<file path="src/rtl/clock_divider_multi_if.sv">
// ---------------------------------------------------------------------------
// clock_divider_multi_if
//
// Bundles the control and status signals of the multi-channel clock divider.
//
//   ch_en       : per-channel run enable                      (master -> slave)
//   sync_clr    : one-cycle phase-align request               (master -> slave)
//   wr_en       : divisor write strobe                        (master -> slave)
//   wr_ch       : channel addressed by the write              (master -> slave)
//   wr_div      : new divisor value                           (master -> slave)
//   clk_out     : divided level waveforms                     (slave -> master)
//   tick        : one-cycle pulse on the last count of a period (slave -> master)
//   div_pending : a written divisor waits for its boundary    (slave -> master)
//   cfg_err     : one-cycle pulse when a write is rejected    (slave -> master)
// ---------------------------------------------------------------------------
interface clock_divider_multi_if #(
  parameter int NUM_CH = 3,
  parameter int CNT_W  = 28
);

  localparam int CH_W = (NUM_CH > 1) ? $clog2(NUM_CH) : 1;

  logic [NUM_CH-1:0] ch_en;
  logic              sync_clr;
  logic              wr_en;
  logic [CH_W-1:0]   wr_ch;
  logic [CNT_W-1:0]  wr_div;
  logic [NUM_CH-1:0] clk_out;
  logic [NUM_CH-1:0] tick;
  logic [NUM_CH-1:0] div_pending;
  logic              cfg_err;

  // The controller drives configuration and reads back status.
  modport master (
    output ch_en, sync_clr, wr_en, wr_ch, wr_div,
    input  clk_out, tick, div_pending, cfg_err
  );

  // The divider consumes configuration and produces status.
  modport slave (
    input  ch_en, sync_clr, wr_en, wr_ch, wr_div,
    output clk_out, tick, div_pending, cfg_err
  );

endinterface

</file>
<file path="src/rtl/clock_divider_multi.sv">
// ---------------------------------------------------------------------------
// clock_divider_multi
//
// Runtime-programmable multi-channel clock divider. Each channel counts
// 0..div-1 and produces a registered level waveform that is high for the
// first floor(div/2) counts, plus a one-cycle tick on the last count.
// Divisor writes are staged in a pending register and only take effect at a
// period boundary, a phase-align clear, or while the channel is disabled, so
// a running waveform never sees a truncated or stretched period.
// Outputs are intended for slow logic and LEDs, not for clock trees.
//
// Ports:
//   i_clk_in : system clock, all logic on the rising edge
//   i_reset  : synchronous active-high reset
//   bus      : clock_divider_multi_if slave modport (enables, clear, divisor
//              writes in; clk_out, tick, div_pending, cfg_err out)
// ---------------------------------------------------------------------------
module clock_divider_multi #(
  parameter int                        NUM_CH   = 3,
  parameter int                        CNT_W    = 28,
  parameter logic [NUM_CH*CNT_W-1:0]   DEF_DIVS = {28'd8, 28'd16, 28'd32}
) (
  input  logic                  i_clk_in,
  input  logic                  i_reset,
  clock_divider_multi_if.slave  bus
);

  localparam int               CH_W     = (NUM_CH > 1) ? $clog2(NUM_CH) : 1;
  localparam logic [CH_W:0]    NUM_CH_V = (CH_W+1)'(NUM_CH);
  localparam logic [CNT_W-1:0] ONE      = CNT_W'(1);
  localparam logic [CNT_W-1:0] TWO      = CNT_W'(2);

  logic [CNT_W-1:0]  r_cnt    [NUM_CH];
  logic [CNT_W-1:0]  r_divAct [NUM_CH];
  logic [CNT_W-1:0]  r_pend   [NUM_CH];
  logic [NUM_CH-1:0] r_pendValid;
  logic [NUM_CH-1:0] r_clkOut;
  logic [NUM_CH-1:0] r_tick;
  logic              r_cfgErr;

  logic              w_wrOk;
  logic [NUM_CH-1:0] w_boundary;
  logic [NUM_CH-1:0] w_restart;
  logic [NUM_CH-1:0] w_wrHit;

  // Decode the write and, per channel, whether this cycle ends the period.
  // A restart happens on the natural boundary, on a phase-align clear, or
  // whenever the channel is disabled; every restart is also the only moment
  // a pending divisor is allowed to become active.
  always_comb begin
    w_wrOk     = bus.wr_en && ({1'b0, bus.wr_ch} < NUM_CH_V) && (bus.wr_div >= TWO);
    w_boundary = '0;
    w_restart  = '0;
    w_wrHit    = '0;
    for (int i = 0; i < NUM_CH; i++) begin
      w_boundary[i] = (r_cnt[i] == (r_divAct[i] - ONE));
      w_restart[i]  = ~bus.ch_en[i] | bus.sync_clr | w_boundary[i];
      w_wrHit[i]    = w_wrOk && (bus.wr_ch == CH_W'(i));
    end
  end

  // Per-channel counter, active/pending divisor and registered outputs.
  // The pending load happens before the write capture in the same cycle, so
  // a write landing on a restart cycle is not consumed by that restart: the
  // older pending value (if any) loads now and the new one waits for the
  // next restart.
  always_ff @(posedge i_clk_in) begin
    if (i_reset) begin
      for (int i = 0; i < NUM_CH; i++) begin
        r_cnt[i]    <= '0;
        r_divAct[i] <= DEF_DIVS[i*CNT_W +: CNT_W];
        r_pend[i]   <= '0;
      end
      r_pendValid <= '0;
      r_clkOut    <= '0;
      r_tick      <= '0;
      r_cfgErr    <= 1'b0;
    end else begin
      for (int i = 0; i < NUM_CH; i++) begin
        r_clkOut[i] <= bus.ch_en[i] & (r_cnt[i] < (r_divAct[i] >> 1));
        r_tick[i]   <= bus.ch_en[i] & w_boundary[i] & ~bus.sync_clr;

        if (w_restart[i]) begin
          r_cnt[i] <= '0;
          if (r_pendValid[i]) begin
            r_divAct[i]    <= r_pend[i];
            r_pendValid[i] <= 1'b0;
          end
        end else begin
          r_cnt[i] <= r_cnt[i] + ONE;
        end

        if (w_wrHit[i]) begin
          r_pend[i]      <= bus.wr_div;
          r_pendValid[i] <= 1'b1;
        end
      end
      r_cfgErr <= bus.wr_en & ~w_wrOk;
    end
  end

  // Status outputs come straight from registers.
  assign bus.clk_out     = r_clkOut;
  assign bus.tick        = r_tick;
  assign bus.div_pending = r_pendValid;
  assign bus.cfg_err     = r_cfgErr;

endmodule
</file>
<file path="src/flat_wrapper.sv">
// flat-port wrapper written by rule: the top's interface ports become plain ports
module clock_divider_multi_flat 
#(
  parameter int                        NUM_CH   = 3,
  parameter int                        CNT_W    = 28,
  parameter logic [NUM_CH*CNT_W-1:0]   DEF_DIVS = {28'd8, 28'd16, 28'd32}
)
  (i_clk_in, i_reset, bus_ch_en, bus_sync_clr, bus_wr_en, bus_wr_ch, bus_wr_div, bus_clk_out, bus_tick, bus_div_pending, bus_cfg_err);
  clock_divider_multi_if #(.NUM_CH(NUM_CH), .CNT_W(CNT_W)) bus_i ();
  input  logic i_clk_in;
  input  logic i_reset;
  input wire logic [$bits(bus_i.ch_en)-1:0] bus_ch_en;
  input wire logic [$bits(bus_i.sync_clr)-1:0] bus_sync_clr;
  input wire logic [$bits(bus_i.wr_en)-1:0] bus_wr_en;
  input wire logic [$bits(bus_i.wr_ch)-1:0] bus_wr_ch;
  input wire logic [$bits(bus_i.wr_div)-1:0] bus_wr_div;
  output wire logic [$bits(bus_i.clk_out)-1:0] bus_clk_out;
  output wire logic [$bits(bus_i.tick)-1:0] bus_tick;
  output wire logic [$bits(bus_i.div_pending)-1:0] bus_div_pending;
  output wire logic [$bits(bus_i.cfg_err)-1:0] bus_cfg_err;
  assign bus_i.ch_en = bus_ch_en;
  assign bus_i.sync_clr = bus_sync_clr;
  assign bus_i.wr_en = bus_wr_en;
  assign bus_i.wr_ch = bus_wr_ch;
  assign bus_i.wr_div = bus_wr_div;
  assign bus_clk_out = bus_i.clk_out;
  assign bus_tick = bus_i.tick;
  assign bus_div_pending = bus_i.div_pending;
  assign bus_cfg_err = bus_i.cfg_err;
  clock_divider_multi #(.NUM_CH(NUM_CH), .CNT_W(CNT_W), .DEF_DIVS(DEF_DIVS)) u_core (.i_clk_in(i_clk_in), .i_reset(i_reset), .bus(bus_i));
endmodule
</file>
<file path="config.mk">
export PLATFORM = sky130hd
export DESIGN_NAME = clock_divider_multi_flat
export DESIGN_NICKNAME = d
export VERILOG_FILES = /design/src/rtl/clock_divider_multi_if.sv /design/src/rtl/clock_divider_multi.sv /design/src/flat_wrapper.sv
export SDC_FILE = /design/constraint.sdc
export NUM_CORES = 1
export LEC_CHECK = 0
export ABC_AREA = 1
export CORE_MARGIN = 3
export CORE_UTILIZATION = 40
export DETAILED_ROUTE_END_ITERATION = 10
export PLACE_DENSITY_LB_ADDON = 0.25
export SLEW_MARGIN = 20
export SYNTH_ARGS = -nofsm -noshare
export SYNTH_HDL_FRONTEND = slang
export SYNTH_SLANG_ARGS = --single-unit
</file>
<file path="constraint.sdc">
create_clock -name i_clk_in -period 3.5 [get_ports i_clk_in]
set_input_delay 0.525 -clock i_clk_in [delete_from_list [all_inputs] [get_ports i_clk_in]]
set_output_delay 0.525 -clock i_clk_in [all_outputs]
set_load 0.02 [all_outputs]
</file>
==> impl_metrics.json, run 1 <==
{
  "fmax_mhz": 336,
  "whs_ns": 0.502,
  "pwr-share-clk_pct": 42.9,
  "num_vias": 12900,
  "p_leak_uw": 0.00852,
  "first_global_vias": 12600,
  "final.fill_count": 4007,
  "relSlewSlack_pct": 58.4,
  "rsz0062_at_grt": "no",
  "drt_iter0_drc": 731,
  "min_period_over_period_pct": 85.0,
  "drive_gt1_share_pct": 10.3,
  "hold_viol_final": 0,
  "mappedNetlistArea_um2": 16800,
  "crit_chain": "nor2_1 -> nand2_1 -> nor2_2 -> nand2_1 -> nand2_1 -> nand2_1 -> nand2_1 -> inv_1 -> nand2_1 -> nor2_1 -> nand2_1 -> nor2_2 -> nand2_2 -> nand3_2 -> a21oi_1",
  "cts_made_buffers": 31,
  "area_delta_synth_final_pct": 14.7,
  "setup-violations-final": 0,
  "hold_path_class": "flip-flop to flip-flop",
  "worstMarginPinSlew_ns": 0.624,
  "min_to": "u_core.r_divAct[0][59]$_SDFFCE_PN1P_",
  "nNetsFinal": 2236,
  "wl_per_cell_um": 15.3,
  "wl_um": 40900,
  "num_rows": 74,
  "synthCells": 1965,
  "first_pass_iters": 8,
  "syn_avg_cell_area_um2": 8.53,
  "overflow": 0,
  "finClkSkew_ns": 0.0151,
  "p_comb_share_pct": 10.6,
  "status": "finished, final reports clean",
  "antenna_left": 0,
  "antenna_found_initial": 0,
  "io_pins": 47,
  "critPathMaxStageDelay_ns": 0.49,
  "seqPwrFrac_pct": 46.5,
  "synth_warnings": 0,
  "ir_drop_mv": 0.341,
  "cts-root-buf": "clkbuf_16",
  "synth_ff_type": "edfxtp_1",
  "whs_path_depth": 2,
  "critical_path.slowest_cell": "nand3_2",
  "synth_most_common_cell": "nand2_1",
  "cts_max_path_buffers": 3,
  "cts_setup_buffers": 0,
  "worstSetupStartpoint": "u_core.r_divAct[0][61]$_SDFFCE_PN0P_",
  "ctsHtreeMaxLevel": 1,
  "cp-end-kind": "flip-flop",
  "reg2reg_from": "u_core.r_divAct[0][61]$_SDFFCE_PN0P_",
  "cts_tree": "done",
  "min_period_ns": 2.97,
  "clk_pin_slew_ns": 0.06,
  "async_flop_share_pct": 0,
  "fp.dieH_um": 211,
  "synth_edf_count": 252,
  "p_per_area_nw_per_um2": 430,
  "crit_top_cell": "nand2_1",
  "p_switching_uw": 2080,
  "final.setup.tns_ns": 0,
  "die-area_um2": 44400,
  "worstReg2RegEnd": "u_core.r_cnt[2][23]$_SDFFCE_PN0P_",
  "cts_sinks": 262,
  "synth_top_cell_by_area": "edfxtp_1",
  "worstHoldStart": "u_core.r_pend[0][59]$_DFFE_PP_",
  "worst_r2r_path_depth": 15,
  "crit_fanout": 28,
  "r2r_slack_ns": 0.53,
  "ys_seq_elements": 262,
  "intPower_uw": 6180,
  "synth_common_cells": "nand2_1 (398), inv_1 (281), nor2_1 (276)",
  "dpl.hpwl_um": 32500,
  "numPortBuffers": 46,
  "vias_per_cell": 4.83,
  "clk_latency_ns": 0.59,
  "switching_share_pct": 25.2,
  "synth_top_area_share_pct": 45.2,
  "grt_usage_pct": 18.5,
  "cap_violations": 0,
  "maxSlewViolCount": 0,
  "cts.repair.resized": 0,
  "final_util_pct": 46.8,
  "worst-endpoint-required_ns": 3.90,
  "startpoint_type": "flip-flop",
  "ys_types": 55,
  "drc_errors": 0,
  "coreArea_um2": 41100,
  "holdBufCountCts": 0,
  "seq_area_um2": 7770,
  "yosys-top-cells-area": "edfxtp_1 (45%), nand2_1 (8.9%), inv_1 (6.3%), ha_1 (6.3%), nor2_1 (6.2%)",
  "grt_pass1_wl_um": 66100,
  "critPathKind": "flip-flop to flip-flop",
  "fp.dieW_um": 211,
  "initial_core_util_pct": 40.8,
  "diodes": 0,
  "routabilityCongestion": 0.934,
  "grt_max_degree": 43,
  "cp.arrival_ns": 3.37,
  "synth_seq_area_share_pct": 46.3,
  "multiInputGateArea_um2": 7860
}
-- through the flow --
step	total power, uW	cells	instance area, um2	setup slack, ns
after detailed placement	4780	2614	18100	0.503
after CTS	8350	2670	19200	0.486
after global routing	8630	2670	19200	0.123
final	8260	2670	19200	0.525
after floorplan	4480	2048	17100	0.688
after global placement	4770	2614	18100	0.559
-- state kept, by name, summed over array words and instances (netlist names) --
name,cells
u_core.bus.div_pending,3
u_core.r_pend,84
u_core.r_divAct,84
u_core.bus.cfg_err,1
u_core.bus.clk_out,3
u_core.r_cnt,84
u_core.bus.tick,3
-- worst max path at each step --
| stage | to | slack (ns) | cells past startpoint |
|---|---|---|---|
| 2_1_floorplan | u_core.r_divAct[0][56]$_SDFFCE_PN0P_ | 0.69 | 15 |
| 3_3_place_gp | u_core.r_cnt[2][14]$_SDFFCE_PN0P_ | 0.56 | 15 |
| 3_5_place_dp | u_core.r_cnt[2][23]$_SDFFCE_PN0P_ | 0.50 | 15 |
| 4_1_cts | u_core.r_cnt[2][23]$_SDFFCE_PN0P_ | 0.49 | 15 |
| 5_1_grt | u_core.r_cnt[2][23]$_SDFFCE_PN0P_ | 0.12 | 15 |
| 6_report | u_core.r_cnt[2][23]$_SDFFCE_PN0P_ | 0.53 | 15 |
-- cell families after synthesis --
kind of cell / after synthesis / synth area share (%)
flops: 262 / 46.3
compound gates: 122 / 4.22
buf+inv: 353 / 8.64
simple gates: 1021 / 28.0
other cells: 1 / 0.0224
xor+xnor: 122 / 6.55
fa+ha+maj: 84 / 6.27
-- worst max-delay path: cells and delay by family, from the launching register on --
kind | cells | cell delay (ns)
flip-flops | 1 | 0.47
AND/OR/NAND/NOR | 13 | 1.89
buffers and inverters | 1 | 0.03
AO/OA/AOI/OAI | 1 | 0.38
-- layer usage --
| layer | wire (um) | GRT usage, % |
|---|---|---|
| met4 | 823 | 4.41 |
| met3 | 2200 | 2.85 |
| met1 | 19800 | 26.6 |
| met2 | 18200 | 29.5 |
| met5 | 0 | 0 |
-- cells in the final DEF (no fill, tap or decap), types with 4 or more instances in the layout --
cell type	n
and3_1	4
xor2_1	83
a21oi_1	54
nor4_1	12
dfxtp_1	10
edfxtp_1	252
bufinv_16	8
o21ai_1	4
nor2_1	276
inv_2	44
o21bai_1	4
buf_4	12
nand2_1	398
xnor2_1	37
nor2_4	8
nand3b_1	10
nand3_2	6
nand3_1	97
a211oi_1	8
conb_1	84
clkinv_1	7
clkdlybuf4s50_1	46
or2_2	5
nand2_2	63
clkbuf_16	31
o221ai_1	4
clkinvlp_4	4
nor3_1	44
ha_1	84
inv_1	281
nand4_1	45
nor3_2	5
a21o_1	4
o21ai_0	31
nor3b_1	17
nor2_2	21
-- cell type report --
type | instances | share of cell area [%]
Clock buffer | 33 | 4.08
Clock inverter | 23 | 1.72
Inverter | 327 | 6.39
Multi-Input combinational cell | 1433 | 40.9
Sequential cell | 262 | 40.4
Tap cell | 532 | 3.46
Timing Repair Buffer | 60 | 3.07
-- power groups by stage --
stage	logic, uW	registers [uW]	clock network (uW)
3_3_place_gp	862	3900	0
5_1_grt	1010	3860	3760
4_1_cts	880	3840	3630
2_1_floorplan	646	3830	0
6_report	879	3840	3540
3_5_place_dp	873	3910	0
No activity file was read; power rests on OpenSTA's default activity.
==> inputs of run 2 (changes only) <==
clock period = 2.8 ns   (was 3.5 ns; I/O delays follow)
==> impl_metrics.json, run 2 (synthesis gave the netlist of run 1 again) <==
{
  "status": "finished, final reports clean",
  "path_buf_inv": 4,
  "cp-end-kind": "flip-flop",
  "critical_path.slowest_cell": "edfxtp_1",
  "finClkSkew_ns": 0.0170,
  "top_regs": "u_core.r_cnt: 84 flops, u_core.r_divAct: 84 flops, u_core.r_pend: 84 flops",
  "seqPwrFrac_pct": 46.7,
  "cts_made_buffers": 30,
  "crit_chain": "inv_2 -> ha_4 -> nand3_4 -> nor2_4 -> nand2_4 -> xor2_1 -> nand3_1 -> nor2_1 -> nand2_1 -> nor2_2 -> nand2_2 -> nand2_2 -> nand3_4 -> nand3_4 -> buf_12 -> clkbuf_16 -> nand2_1 -> inv_1",
  "cts-root-buf": "clkbuf_16",
  "cp_top_family": "simple AND/OR/NAND/NOR gates",
  "io_pins": 47,
  "wl_per_cell_um": 14.9,
  "critPathKind": "flip-flop to flip-flop",
  "cts_tree": "done",
  "drive_gt1_share_pct": 17.5,
  "critPathMaxStageDelay_ns": 0.43,
  "rsz0062_at_grt": "yes",
  "switching_share_pct": 25.3,
  "final_cell_mix": "nand2_1 (391), inv_1 (272), edfxtp_1 (252), nor2_1 (242), buf_4 (105)",
  "setup-violations-final": 0,
  "initial_core_util_pct": 40.8,
  "worstMarginPinSlew_ns": 0.518,
  "final_common_cell": "nand2_1",
  "met1_usage_pct": 25.4,
  "nNetsFinal": 2351,
  "maxSlewViolCount": 0,
  "clk_latency_ns": 0.58,
  "crit_top_cell": "nand3_4",
  "fp.dieW_um": 211,
  "area_delta_synth_final_pct": 22.5,
  "hold_viol_final": 0,
  "hold_path_class": "flip-flop to flip-flop",
  "drt_iter0_drc": 975,
  "fp.dieH_um": 211,
  "cts_max_path_buffers": 3,
  "use_met2_pct": 30.0,
  "p_leak_uw": 0.00921,
  "startpoint_type": "flip-flop",
  "grt_usage_pct": 18.2,
  "relSlewSlack_pct": 65.2,
  "clk_pin_slew_ns": 0.06,
  "worst-endpoint-required_ns": 3.24,
  "cp.arrival_ns": 3.16,
  "dp.cells": 2676,
  "wl_um": 41400,
  "cts_sinks": 262,
  "cap_violations": 0,
  "antenna_found_initial": 0,
  "grt_use_met3_pct": 2.67,
  "overflow": 0,
  "routabilityCongestion": 0.907,
  "crit_fanout": 11,
  "pwr-share-clk_pct": 40.7,
  "numPortBuffers": 46,
  "min_period_over_period_pct": 97.1,
  "num_vias": 13500,
  "grt_max_degree": 30,
  "diodes": 0,
  "whs_ns": 0.505,
  "p_switching_uw": 2590,
  "first_global_vias": 12700,
  "p_per_area_nw_per_um2": 499,
  "coreArea_um2": 41100,
  "intPower_uw": 7650,
  "first_pass_iters": 7,
  "stdcell_count": 2784,
  "die-area_um2": 44400,
  "ir_drop_mv": 0.434,
  "ctsHtreeMaxLevel": 1,
  "grt_pass1_wl_um": 65200,
  "fmax_mhz": 368,
  "dpl.hpwl_um": 32300,
  "top_usage_layer": "met2",
  "min_period_ns": 2.72,
  "drc_errors": 0,
  "vias_per_cell": 4.84,
  "p_comb_share_pct": 12.6,
  "antenna_left": 0,
  "num_rows": 74
}
-- run 2: layer usage --
metal  vias up  part of all wire (%)
li1       6869                     -
met1      6282                    47
met2       275                    46
met3        48                   4.9
met4         0                   1.9
met5         -                     0
-- run 2: final timing paths --
path | startpoint | endpoint | slack (ns) | cells past startpoint
min | u_core.r_pend[0][67]$_DFFE_PP_ | u_core.r_divAct[0][67]$_SDFFCE_PN0P_ | 0.51 | 2
min reg2reg | u_core.r_pend[0][67]$_DFFE_PP_ | u_core.r_divAct[0][67]$_SDFFCE_PN0P_ | 0.51 | 2
max reg2reg | u_core.r_divAct[0][57]$_SDFFCE_PN0P_ | u_core.r_divAct[0][71]$_SDFFCE_PN0P_ | 0.08 | 18
max | u_core.r_divAct[0][57]$_SDFFCE_PN0P_ | u_core.r_divAct[0][71]$_SDFFCE_PN0P_ | 0.08 | 18
-- run 2: per-stage QoR --
stage	TNS, ns	area, um2	setup slack, ns	util (%)	total power, uW
2_1_floorplan	0	17100	0.0339	-	5590
3_3_place_gp	-0.566	18700	-0.0865	45.4	6010
3_5_place_dp	-0.865	18700	-0.0477	45.4	6040
4_1_cts	0	19700	0.00232	48.0	10200
5_1_grt	-5.88	20500	-0.109	49.9	10700
6_report	0	20500	0.0808	49.9	10200
-- run 2: layout make-up --
cell class | count | area, um2
Inverter | 327 | 1230
Tap cell | 532 | 666
Fill cell | 3967 | 20600
Multi-Input combinational cell | 1433 | 8140
Clock buffer | 34 | 787
Sequential cell | 262 | 7770
Timing Repair Buffer | 176 | 1680
Clock inverter | 20 | 258
-- run 2: tightest hold or removal path, delay by kind of cell (launching register included) --
kind / cells / cell delay, ns
buffers and inverters: 1 / 0.04
flip-flops: 1 / 0.32
AND/OR/NAND/NOR: 1 / 0.05
-- run 2: power by group through the flow --
stage / clock network [uW] / registers, uW / logic (uW)
6_report: 4170 / 4780 / 1290
5_1_grt: 4420 / 4810 / 1460
4_1_cts: 4270 / 4790 / 1170
3_5_place_dp: 0 / 4870 / 1160
3_3_place_gp: 0 / 4870 / 1140
2_1_floorplan: 0 / 4790 / 808
-- run 2: repair_timing --
item                                    CTS  global route
endpoints found under the setup margin   85           225
pin swaps                                 0            14
cloned                                    0             3
hold buffers                              0             0
setup buffers                             0            51
resized for setup                         2            98
